===== src/rtl/uart_selftest_io.sv =====
// UART self-test sequencer: posts A000, sends a fixed 8N1 message,
// then posts AB00 and raises done.
module uart_selftest_io #(
  parameter int CLKS_PER_BIT = 4167,
  parameter int START_DELAY  = 64
) (
  input  logic        clock,
  input  logic        resetb,
  input  logic        hk_csb,
  output logic [15:0] checkbits,
  output logic        uart_tx,
  output logic        done
);

  typedef enum logic [1:0] {
    S_WAIT,
    S_START,
    S_SEND,
    S_DONE
  } state_t;

  // message sits in the top 26 bytes; low pad keeps idx 26 in range
  localparam logic [255:0] MSG =
    {"Monitor: Test UART passed\n", 48'h0};

  localparam logic [15:0] BAUD_LAST = 16'(CLKS_PER_BIT - 1);
  localparam logic [15:0] DLY_LAST  = 16'(START_DELAY - 1);
  localparam logic [4:0]  N_BYTES   = 5'd26;

  state_t      r_state;
  logic [15:0] r_dly;
  logic [15:0] r_baud;
  logic [3:0]  r_bit;
  logic [4:0]  r_idx;
  logic        r_busy;
  logic [7:0]  r_shift;
  logic        r_tx;
  logic [15:0] r_check;
  logic        r_done;

  logic [7:0]  w_sel;
  logic [7:0]  w_byte;

  assign w_sel  = {5'd31 - r_idx, 3'b000};
  assign w_byte = MSG[w_sel +: 8];

  assign checkbits = r_check;
  assign uart_tx   = r_tx;
  assign done      = r_done;

  always_ff @(posedge clock or negedge resetb) begin
    if (!resetb) begin
      r_state <= S_WAIT;
      r_dly   <= '0;
      r_baud  <= '0;
      r_bit   <= '0;
      r_idx   <= '0;
      r_busy  <= 1'b0;
      r_shift <= '0;
      r_tx    <= 1'b1;
      r_check <= 16'h0000;
      r_done  <= 1'b0;
    end else begin
      unique case (r_state)
        S_WAIT: begin
          if (!hk_csb) begin
            r_dly <= '0;
          end else if (r_dly == DLY_LAST) begin
            r_dly   <= '0;
            r_state <= S_START;
          end else begin
            r_dly <= r_dly + 16'd1;
          end
        end
        S_START: begin
          r_check <= 16'hA000;
          r_idx   <= '0;
          r_busy  <= 1'b0;
          r_state <= S_SEND;
        end
        S_SEND: begin
          if (!r_busy) begin
            // idle between frames until SPI is released
            if (hk_csb) begin
              r_busy  <= 1'b1;
              r_bit   <= '0;
              r_baud  <= '0;
              r_tx    <= 1'b0;
              r_shift <= w_byte;
              r_idx   <= r_idx + 5'd1;
            end
          end else if (r_baud != BAUD_LAST) begin
            r_baud <= r_baud + 16'd1;
          end else begin
            r_baud <= '0;
            if (r_bit != 4'd9) begin
              // stop bit falls out of the 1-filled shifter
              r_tx    <= r_shift[0];
              r_shift <= {1'b1, r_shift[7:1]};
              r_bit   <= r_bit + 4'd1;
            end else if (r_idx == N_BYTES) begin
              r_busy  <= 1'b0;
              r_tx    <= 1'b1;
              r_check <= 16'hAB00;
              r_done  <= 1'b1;
              r_state <= S_DONE;
            end else if (hk_csb) begin
              r_bit   <= '0;
              r_tx    <= 1'b0;
              r_shift <= w_byte;
              r_idx   <= r_idx + 5'd1;
            end else begin
              r_busy <= 1'b0;
              r_tx   <= 1'b1;
            end
          end
        end
        S_DONE: begin
          r_tx <= 1'b1;
        end
      endcase
    end
  end

endmodule


===== config.mk =====
export PLATFORM = sky130hd
export DESIGN_NAME = uart_selftest_io
export DESIGN_NICKNAME = d
export VERILOG_FILES = /design/src/rtl/uart_selftest_io.sv
export SDC_FILE = /design/constraint.sdc
export NUM_CORES = 1
export LEC_CHECK = 0
export CAP_MARGIN = 30
export CORE_UTILIZATION = 55
export CTS_CLUSTER_SIZE = 10
export DETAILED_ROUTE_END_ITERATION = 16
export PLACE_DENSITY = 0.84
export SYNTH_ARGS = -nofsm -noshare
export SYNTH_HDL_FRONTEND = slang
export SYNTH_SLANG_ARGS = --single-unit

===== constraint.sdc =====
create_clock -name clock -period 2.13 [get_ports clock]
set_input_delay 0.426 -clock clock [delete_from_list [all_inputs] [get_ports clock]]
set_output_delay 0.426 -clock clock [all_outputs]
set_load 0.05 [all_outputs]

== Yosys cells after proc, flatten, opt, wreduce, memory -nomap -nowiden ==
Cells that the tools add are included.

* Flip-flop bits (word level): 70
* Bits of input ports: 3

* Multiplexer cells: 46
* Add/sub/neg operators: 5
* Reduce and logical (&&, ||, !) cells: 12
* Bitwise gates (word level): 2
* Equal/unequal tests: 19
* Shift-type cells: 1

{| class="wikitable"
|+ Operators by type and width
! kind !! count
|-
| $shiftx A256 B9 Y8 const A || 1
|-
| $mux W16 || 9
|-
| $mux W8 || 5
|-
| $add A16 B1 Y16 const B || 2
|-
| $pmux W16 S2 || 1
|-
| $mux W5 || 5
|-
| $mux W4 || 5
|-
| $eq A16 B6 Y1 const B || 1
|-
| $ne A16 B13 Y1 const B || 1
|-
| $ne A3 B3 Y1 const B || 5
|-
| $ne A2 B2 Y1 const B || 7
|-
| $mux W2 || 6
|-
| $mux W1 || 11
|-
| $pmux W5 S2 || 1
|-
| $reduce_and A5 Y1 || 2
|-
| $reduce_and A7 Y1 || 1
|-
| $pmux W2 S3 || 1
|-
| $reduce_and A3 Y1 || 2
|-
| $reduce_bool A2 Y1 || 3
|-
| $add A5 B1 Y5 const B || 1
|-
| $eq A5 B5 Y1 const B || 1
|-
| $sub A5 B5 Y5 const A || 1
|-
| $add A4 B1 Y4 const B || 1
|-
| $eq A2 B2 Y1 const B || 2
|-
| 8 further kinds || 10
|}

== Logic depth before layout (Yosys ltp) ==
* Depth after elaboration: 7
* Gate-level depth with buffers: 8

== Least setup slack after synthesis ==
Ideal clock, no wire load.

* Path kind: register -> register
* Start point: register r_idx[0]
* End point: register r_state[1]
* Arrival time: 1.757 ns
* Period minus slack after synthesis: 1.882 ns
* Setup slack: 0.248 ns
* Library setup time: 0.125 ns
* Data required time: 2.005 ns
* Stages on the path, launching flop included: 7
* Cells stage by stage: dfrtp_1 > inv_1 > ha_1 > nand3_1 > o41ai_4 > nand4_1 > mux2_2

* Longest elaborated chain between the ends: 3

{| class="wikitable"
|+ RTL lines
! what !! RTL line !! text
|-
| start: declaration || 34 || <nowiki>logic [4:0] r_idx;</nowiki>
|-
| start signal: assignment || 90 || <nowiki>r_idx <= r_idx + 5'd1;</nowiki>
|-
| start signal: assignment || 111 || <nowiki>r_idx <= r_idx + 5'd1;</nowiki>
|-
| $eq A5 B5 Y1 || 101 || <nowiki>end else if (r_idx == N_BYTES) begin</nowiki>
|-
| $ne A2 B2 Y1 (no source line) || - ||
|-
| $reduce_and A7 Y1 (no source line) || - ||
|-
| end signal: assignment || 70 || <nowiki>r_state <= S_START;</nowiki>
|-
| end signal: assignment || 79 || <nowiki>r_state <= S_SEND;</nowiki>
|-
| end signal: assignment || 106 || <nowiki>r_state <= S_DONE;</nowiki>
|-
| end: declaration || 30 || <nowiki>state_t r_state;</nowiki>
|}

Every way passes these cells.
A chain may end at the register's enable or synchronous reset.

== Final worst setup path ==
* Start point: register r_idx[0]
* End point: register r_shift[4]

* Longest elaborated chain between the ends: 7

{| class="wikitable"
|+ RTL lines
! what !! RTL line !! text
|-
| $sub A5 B5 Y5 || 44 || <nowiki>assign w_sel = {5'd31 - r_idx, 3'b000};</nowiki>
|-
| $shiftx A256 B9 Y8 || 45 || <nowiki>assign w_byte = MSG[w_sel +: 8];</nowiki>
|-
| $mux W8 || 84, 107 ||
|-
| $mux W8 || 101 ||
|-
| $mux W8 || 96 || <nowiki>if (r_bit != 4'd9) begin</nowiki>
|-
| $mux W8 || 92 || <nowiki>end else if (r_baud != BAUD_LAST) begin</nowiki>
|-
| $mux W8 || 82 || <nowiki>if (!r_busy) begin</nowiki>
|-
| end signal: assignment || 89 || <nowiki>r_shift <= w_byte;</nowiki>
|-
| end signal: assignment || 99 || <nowiki>r_shift <= {1'b1, r_shift[7:1]};</nowiki>
|-
| end signal: assignment || 110 || <nowiki>r_shift <= w_byte;</nowiki>
|-
| end: declaration || 36 || <nowiki>logic [7:0] r_shift;</nowiki>
|}

Several ways; a longest one is shown, not always the timed one. The select of a mux whose other input is x is not followed.

==> flow_summary.toml <==
[sta]
final.period_utilization = 0.953
finClkSkew_ns = 0.00837
final_period_minus_worst_setup_slack_ns = 2.03
hold_viol_final = 0
max_clock_freq_mhz = 493
tightestPinTransition_ns = 0.497
hold-worst-slack_ns = 0.0526
relSlewSlack = 0.668
timing.final.setup_violations = 0
timing.final.max_slew_violations = 0

[place]
placedInstanceArea_um2 = 3800
post-place-cells = 487
finalWeightedCongestion = 0.943
port-buffer-count = 9
place.detailed.hpwl_um = 5420

[die]
core_area_um2 = 6030
start_util = 0.581
ios = 21
floorplan.die.width_um = 81.8
die_height_um = 81.8
die_outline_area_um2 = 6690
placement_rows = 28

[run]
drv.max_cap_violation_count = 0

[power_and_ir_drop]
cellLeakagePower_nw = 1.83
power_density_nw_per_um2 = 599
power.total_mw = 2.40
worst_ir_drop_vdd_uv = 463

[grt]
first_pass_grt_wire_length_um = 12600
grt_antenna_before_repair = 0
grt_use_total = 0.245
grt_max_degree = 26
remaining_global_route_overflow = 0
via_count_of_the_first_global_routing_pass = 2798

[clock_network]
clock_tree.htree_level_count = 2
cts-root-buf = "sky130_fd_sc_hd__clkbuf_8"
cts_tree = "yes"
insertion_delay_ns = 0.31
clock_sink_count = 56
clk_pin_slew_worst_paths_ns = 0.10
cts-buffers-inserted = 5
cts.path.max_buffers = 2

[detailed_routing]
route.detailed.vias_per_inst = 5.92
drt_first_iter_violations = 264
first_pass_iters = 6
post-route-drc-count = 0
detail_route.wl_per_cell_um = 15.2
route.final.wire_length_um = 7580
remaining_number_of_nets_flagged_by_the_antenna_check_after_routing = 0
overall_via_count_from_detail_route = 2959

[logic_synthesis]
ys_seq_elements = 56
synth_cell_type_count = 58
yosys_warnings = 0
synthesis.area_per_instance_um2 = 8.98
yosys_most_used_dff = "sky130_fd_sc_hd__dfrtp_1"
synth_enable_flop_cells = 0
ys_async_sr_fraction = 1.00
synth_area_um2 = 3500
synth.yosys.seq_area_share = 0.401
syn-instance-count = 390

[cells_and_area]
postLayoutCoreUtil = 0.665
finalNonFillerCells = 500
fin_area_um2 = 4010
finish.net_count = 444
drive_gt1_frac = 0.169
layout-area-overhead-vs-synth_pct = 14.5
filler_cell_count = 473
diode_insertion_count_for_antenna_repair = 0

[worst_setup_path]
worstPathArrival_ns = 2.22
setup.worst_path.class = "reg2reg"
critical_path_peak_fanout = 5
critical_path.startpoint_type = "flip-flop"
required_ns = 2.32
timing.critical_path.to_type = "flip-flop"

[hold_path]
type_of_the_worst_min_delay_path = "in2async"

[run_status]
status = "completed"
-- through the flow --
step	TNS, ns	setup WS, ns
3_5_place_dp	-0.111	-0.0616
5_1_grt	-0.0225	-0.0189
6_report	0	0.101
2_1_floorplan	0	0.248
4_1_cts	0	0.0325
3_3_place_gp	0	0.0461
-- repair_timing --
| item | 4_1_cts | 5_1_grt |
|---|---|---|
| buffers inserted | 2 | 3 |
| resized for setup | 0 | 9 |
| pin swaps | 1 | 2 |
| hold buffers | 0 | 0 |
| endpoints found under the setup margin | 4 | 26 |
-- cell usage after synthesis, drive strengths merged (2+ instances only) --
| cell type | instances | area, um^2 |
|---|---|---|
| mux2 | 5 | 56.3 |
| a211oi | 3 | 32.5 |
| nor2 | 36 | 138 |
| nand2b | 6 | 37.5 |
| xnor2 | 5 | 43.8 |
| clkbuf | 11 | 41.3 |
| nor2b | 4 | 25.0 |
| ha | 17 | 213 |
| or3 | 3 | 18.8 |
| nor3 | 10 | 50.1 |
| nor4 | 2 | 12.5 |
| o22ai | 5 | 31.3 |
| a31oi | 9 | 56.3 |
| inv | 19 | 71.3 |
| or2 | 2 | 12.5 |
| and3 | 3 | 18.8 |
| mux2i | 10 | 100 |
| o21ai | 26 | 134 |
| nand4 | 12 | 81.3 |
| o31ai | 3 | 22.5 |
| a22o | 2 | 17.5 |
| o32ai | 2 | 17.5 |
| a21oi | 22 | 110 |
| xor2 | 8 | 70.1 |
| buf | 20 | 140 |
| nor4b | 3 | 45.0 |
| nand2 | 38 | 143 |
| a21o | 3 | 22.5 |
| a221oi | 3 | 43.8 |
| dfrtp | 55 | 1380 |
| nand3 | 23 | 115 |
| o311ai | 2 | 17.5 |
-- where the power goes --
part           internal [mW]  leakage, nW  switching, mW
clock network          0.349       0.0541          0.355
logic                  0.194         1.08          0.244
registers               1.15        0.691          0.105
-- layer usage --
metal / vias to the layer above / part of all wire / track usage
li1: 1433 / - / -
met1: 1412 / 0.46 / 0.327
met2: 97 / 0.49 / 0.402
met3: 17 / 0.042 / 0.0389
met4: 0 / 0.017 / 0.0842
met5: - / 0 / 0
-- worst max-delay path, stage by stage, from the launching register on --
cell and delay (ns):
sky130_fd_sc_hd__dfrtp_1 0.39, sky130_fd_sc_hd__inv_1 0.16, sky130_fd_sc_hd__ha_4 0.19, sky130_fd_sc_hd__nand3_1 0.13, sky130_fd_sc_hd__o41ai_4 0.42, sky130_fd_sc_hd__buf_4 0.19, sky130_fd_sc_hd__a221oi_4 0.03, sky130_fd_sc_hd__buf_4 0.17
sky130_fd_sc_hd__o22ai_1 0.16, sky130_fd_sc_hd__a21oi_1 0.06
-- final cells by class --
class	count	area [um^2]	share of cell area
clock buffer	5	68.8	0.0172
clock inverter	3	42.5	0.0106
inverter	19	71.3	0.0178
multi-input combinational	294	1940	0.483
sequential	56	1400	0.350
tap	75	93.8	0.0234
timing repair buffer	48	393	0.0980
-- placed cells by master, fill, tap and decap left out, types with 7 or more instances in the layout --
master,instances
sky130_fd_sc_hd__a21oi_1,22
sky130_fd_sc_hd__conb_1,11
sky130_fd_sc_hd__dfrtp_1,54
sky130_fd_sc_hd__xor2_1,8
sky130_fd_sc_hd__nor2_1,35
sky130_fd_sc_hd__nand3_1,23
sky130_fd_sc_hd__ha_1,16
sky130_fd_sc_hd__nand2_1,38
sky130_fd_sc_hd__inv_1,19
sky130_fd_sc_hd__o21ai_0,25
sky130_fd_sc_hd__nor3_1,10
sky130_fd_sc_hd__buf_4,38
sky130_fd_sc_hd__a31oi_1,9
sky130_fd_sc_hd__nand4_1,11
sky130_fd_sc_hd__mux2i_1,10
sky130_fd_sc_hd__clkdlybuf4s50_1,7
-- state kept, by name, summed over array words and instances (netlist names) --
signal,cells
checkbits,2
uart_tx,1
r_busy,1
r_state,2
r_idx,5
r_baud,16
r_shift,8
done,1
r_bit,4
r_dly,16
-- kinds of logic after synthesis --
group,after synthesis,share of synthesized area
adders and majority gates,17,0.0607
muxes,15,0.0447
AOI/OAI and AO/OA,90,0.175
other,1,0.00107
xor gates and xnor gates,13,0.0325
DFF,56,0.401
and+or+nand+nor,148,0.213
buffers and inverters,50,0.0722
-- path summary, 6_finish.rpt --
| check | start | endpoint | slack (ns) | cells past startpoint |
|---|---|---|---|---|
| max | r_idx[0] | r_shift[4] | 0.10 | 9 |
| min | resetb | r_baud[6] | 0.05 | 1 |
| max reg2reg | r_idx[0] | r_shift[4] | 0.10 | 9 |
| min reg2reg | done | done | 0.49 | 1 |
| max in group asynchronous | resetb | r_idx[1] | 1.51 | 2 |
| min in group clock | done | done | 0.49 | 1 |
No activity file was read; power rests on OpenSTA's default activity.
==> RTL edit 1: new RTL, config.mk and constraints unchanged <==
Change the parameter `CLKS_PER_BIT` from 4167 to 2083.
--- a/src/rtl/uart_selftest_io.sv
+++ b/src/rtl/uart_selftest_io.sv
@@ -2,5 +2,5 @@
 // then posts AB00 and raises done.
 module uart_selftest_io #(
-  parameter int CLKS_PER_BIT = 4167,
+  parameter int CLKS_PER_BIT = 2083,
   parameter int START_DELAY  = 64
 ) (
Formal check against the unedited RTL: same outputs for any inputs over 10 cycles, from zero or initial values and one cycle with resetb low; that may be too few to reach the edited logic, so the function may still have changed.
==> RTL edit 1 against the original RTL <==
  * Worst setup slack got worse by 58 ps
  * Synthesized area rose by 1.1%
  * Total power fell by 1.5%
  * Synthesized cell count rose by 1.0%
  * First-iteration DRC count fell by 24%
  * Wire length fell by 4.5%
  * Design area fell by 1.5%
  * Sequential cell count did not move
  * Sequential share of layout area rose by 0.49 points
  * Largest cell class unchanged
  * Highest routed layer unchanged
==> RTL edit 1: results (changes against the original RTL) <==
WP data arrival: 1660 ps (was 2220 ps)
Psw: 689.5 uW (was 703.7 uW)
Detailed Route WL: 7238 um (was 7581 um)
Mapped Cells: 394 (was 390)
total track usage: 0.2332 (was 0.2446)
FILL cells: 481 (was 473)
TritonRoute pass-1 iters: 4 (was 6)
Cell Pwr Density: 598.5 nW/um^2 (was 598.7 nW/um^2)
Synth Area in Adders: 0.06358 (was 0.06074)
Synth Area in Compound Gates: 0.1717 (was 0.1754)
Layout Nets: 441 (was 444)
die width: 82.25 um (was 81.80 um)
Detailed Place HPWL: 5319 um (was 5420 um)
Place WS: -80.10 ps (was -61.63 ps)
outcome: complete, no violations (unchanged)
vias in the first global route: 2,695 (was 2,798)
GR Util met1: 0.3078 (was 0.3265)
critical-path maximum fanout: 2 (was 5)
Peak VDD IR: 0.3208 mV (was 0.4629 mV)
worst r2r path cells: 6 (was 9)
Crit path max-delay family: buffers and inverters (was compound AO/OA/AOI/OAI gates)
GPL Wtd Cong: 0.8530 (was 0.9429)
Pleak: 1.717 nW (was 1.829 nW)
Vias/cell: 5.929 (was 5.918)
DR WL met3: 274 um (was 315 um)
clk_skew: 8.292 ps (was 8.372 ps)
largest net degree at the start of global routing: 57 (was 26)
post-placement cell area: 3815 um^2 (was 3805 um^2)
met1 wire length: 3322 um (was 3451 um)
Post-Synth XOR/XNOR Area: 0.03709 (was 0.03251)
GR Util met3: 0.03516 (was 0.03889)
first-pass GRT wire length: 12,120 um (was 12,650 um)
sequential element share of the synthesized area: 0.3960 (was 0.4005)
Max stage delay cell, worst path: clkdlybuf4s50_1 (was o41ai_4)
mux share of post-synthesis cell area: 0.03674 (was 0.04466)
Post-CTS Setup Bufs: 0 (was 2)
Reg power frac: 0.539 (was 0.525)
share of cells above drive strength 1: 0.1330 (was 0.1694)
Distinct cells, synth: 59 (was 58)
final instance area: 3950 um^2 (was 4009 um^2)
top cells by area, synth: dfrtp_1 39%, ha_1 6.4%, nor2_1 4.9%, o21ai_0 3.7%, nand2_1 3.4% (was dfrtp_1 39%, ha_1 6.1%, nand2_1 4.1%, nor2_1 3.8%, o21ai_0 3.6%)
Synth top cells by count: 55 x dfrtp_1, 46 x nor2_1, 32 x nand2_1 (was 55 x dfrtp_1, 38 x nand2_1, 35 x nor2_1)
Slew @ Worst Pin: 582.8 ps (was 496.6 ps)
[RTL edit 1: area by class of cell]
cell class | instances | area share
clock buffers | 5 | 0.01742
clock inverters | 3 | 0.01172
inverters | 15 | 0.01425
multi-input cells | 304 | 0.4979
flip-flops and latches | 56 | 0.3551
well taps | 75 | 0.02376
repair buffers | 38 | 0.07982
[RTL edit 1: worst paths after layout]
kind / start / slack, ps / to
setup / recovery: uart_tx$_DFFE_PN1P_ / 40 / uart_tx
max in group asynchronous: resetb / 1730 / uart_tx$_DFFE_PN1P_
hold / removal: resetb / 110 / r_dly[1]$_DFFE_PN0N_
min in group clock: r_dly[4]$_DFFE_PN0N_ / 510 / r_dly[4]$_DFFE_PN0N_
setup reg to reg: r_dly[0]$_DFFE_PN0N_ / 100 / r_state[1]$_DFFE_PN0P_
hold reg to reg: r_dly[4]$_DFFE_PN0N_ / 510 / r_dly[4]$_DFFE_PN0N_
==> RTL edit 2: new RTL, same settings <==
Made on the original files. Make the reset (`resetb`) synchronous in one clocked block.
--- a/src/rtl/uart_selftest_io.sv
+++ b/src/rtl/uart_selftest_io.sv
@@ -49,5 +49,5 @@
   assign done      = r_done;
 
-  always_ff @(posedge clock or negedge resetb) begin
+  always_ff @(posedge clock) begin
     if (!resetb) begin
       r_state <= S_WAIT;
Check against the original RTL: no difference found for any inputs over 4 cycles, from zero or initial values and one cycle with resetb low; that may be too few to reach the edited logic, so the function may still have changed.
==> RTL edit 2 against the original RTL <==
  * Worst setup slack worse by 65 ps
  * Clock skew up 8.1 ps
  * Sequential cell count unchanged
  * Wire length up 8.1%
  * Design area up 1.2%
  * Synthesized area down 2.5%
  * Critical endpoint is now r_state[1]$_SDFFE_PN0P_
  * Largest cell class unchanged
Power is not compared: it rests on default switching activity, and its combinational part moved more than twofold at a synthesized area within 25%.
==> RTL edit 2: results (changes against the original RTL) <==
Crit path max-delay family: simple AND/OR/NAND/NOR gates (was compound AO/OA/AOI/OAI gates)
DP Cell Count: 527 (was 487)
GR Util met1: 0.3345 (was 0.3265)
Seq Cell Count: 56 (unchanged)
PostCTS Resize Cnt: 10 (was 0)
fraction of registers with async set/reset: 0 (was 1.000)
largest net degree at the start of global routing: 21 (was 26)
Detailed Route WL: 8196 um (was 7581 um)
PortBufs: 9 (unchanged)
Distinct cells, synth: 66 (was 58)
total track usage: 0.2555 (was 0.2446)
Seq area share: 0.2775 (was 0.3502)
Synth top cells by count: 56 x dfxtp_1, 38 x nor2_1, 34 x nand2_1 (was 55 x dfrtp_1, 38 x nand2_1, 35 x nor2_1)
clk_skew: 16.46 ps (was 8.372 ps)
GPL Wtd Cong: 0.9132 (was 0.9429)
CP endpoint: r_state[1]$_SDFFE_PN0P_ (was r_shift[4]$_DFFE_PN0P_)
WP data arrival: 2320 ps (was 2220 ps)
Detailed Place HPWL: 5735 um (was 5420 um)
Data buffer area share: 0.1249 (was 0.09800)
Vias/cell: 6.048 (was 5.918)
multi-input combinational area share: 0.5294 (was 0.4828)
setup slack, reg-to-reg: 40 ps (was 100 ps)
M2 GR Usage: 0.4185 (was 0.4017)
Max stage delay on crit path: 590 ps (was 420 ps)
Max stage delay cell, worst path: or4_4 (was o41ai_4)
reg-to-reg startpoint: r_dly[7]$_SDFFE_PN0N_ (was r_idx[0]$_DFFE_PN0P_)
Slew Limit Headroom: 0.6567 (was 0.6679)
Layout Nets: 488 (was 444)
Pleak: 1.576 nW
outcome: complete, no violations (unchanged)
DR WL met3: 437 um (was 315 um)
Iteration-0 DRC Markers: 316 (was 264)
Inverters: 23 (was 19)
DR WL met2: 3898 um (was 3681 um)
Mapped Cells: 416 (was 390)
Post-CTS Setup Bufs: 0 (was 2)
multi-input gate count: 316 (was 294)
met1 wire length: 3668 um (was 3451 um)
clock-cell share of area: 0.02374 (was 0.02778)
worst r2r path cells: 5 (was 9)
via count: 3,278 (was 2,959)
top cells by area, synth: dfxtp_1 33%, ha_1 7.0%, nor2_1 4.2%, xor2_1 3.8%, nand2_1 3.7% (was dfrtp_1 39%, ha_1 6.1%, nand2_1 4.1%, nor2_1 3.8%, o21ai_0 3.6%)
vias in the first global route: 2,913 (was 2,798)
sequential element share of the synthesized area: 0.3282 (was 0.4005)
GR Util met3: 0.04045 (was 0.03889)
Non-clock buffers: 64 (was 48)
## RTL edit 2: cell families (layout without fill, tap and decap cells)
logic type	Yosys count	in the layout	synth area share
simple gates	162	162	0.2495
compound gates	96	97	0.1971
flops	56	56	0.3282
buf+inv	55	95	0.07802
xor+xnor	20	20	0.05128
fa+ha+maj	19	19	0.06960
mux	7	7	0.02527
other cells	1	11	0.001098
## RTL edit 2: power by group through the flow
stage / combinational [mW] / clock (mW) / sequential, mW
2_1_floorplan: 0.0992 / 0 / 1.07
3_3_place_gp: 0.111 / 0 / 1.07
3_5_place_dp: 0.112 / 0 / 1.07
4_1_cts: 0.114 / 0.639 / 1.05
5_1_grt: 0.130 / 0.672 / 1.05
6_report: 0.121 / 0.628 / 1.05
## RTL edit 2: how the worst min path moves through the flow
stage,startpoint,endpoint,slack (ps),cells past startpoint
after floorplan,r_shift[1]$_SDFFE_PN0P_,r_shift[1]$_SDFFE_PN0P_,450,2
after global placement,r_shift[1]$_SDFFE_PN0P_,r_shift[1]$_SDFFE_PN0P_,460,2
after detailed placement,r_shift[1]$_SDFFE_PN0P_,r_shift[1]$_SDFFE_PN0P_,470,2
after CTS,r_shift[1]$_SDFFE_PN0P_,r_shift[1]$_SDFFE_PN0P_,480,2
after global routing,r_shift[1]$_SDFFE_PN0P_,r_shift[1]$_SDFFE_PN0P_,510,2
final,r_shift[1]$_SDFFE_PN0P_,r_shift[1]$_SDFFE_PN0P_,480,2
## RTL edit 2: stage by stage
step	power (mW)	utilization	worst slack [ps]	area [um^2]
after floorplan	1.173	-	4.206	3453
after global placement	1.185	0.6422	-19.11	3825
after detailed placement	1.186	0.6422	-38.91	3825
after CTS	1.803	0.6674	-12.54	3975
after global routing	1.853	0.6813	-53.66	4058
final	1.799	0.6813	35.84	4058
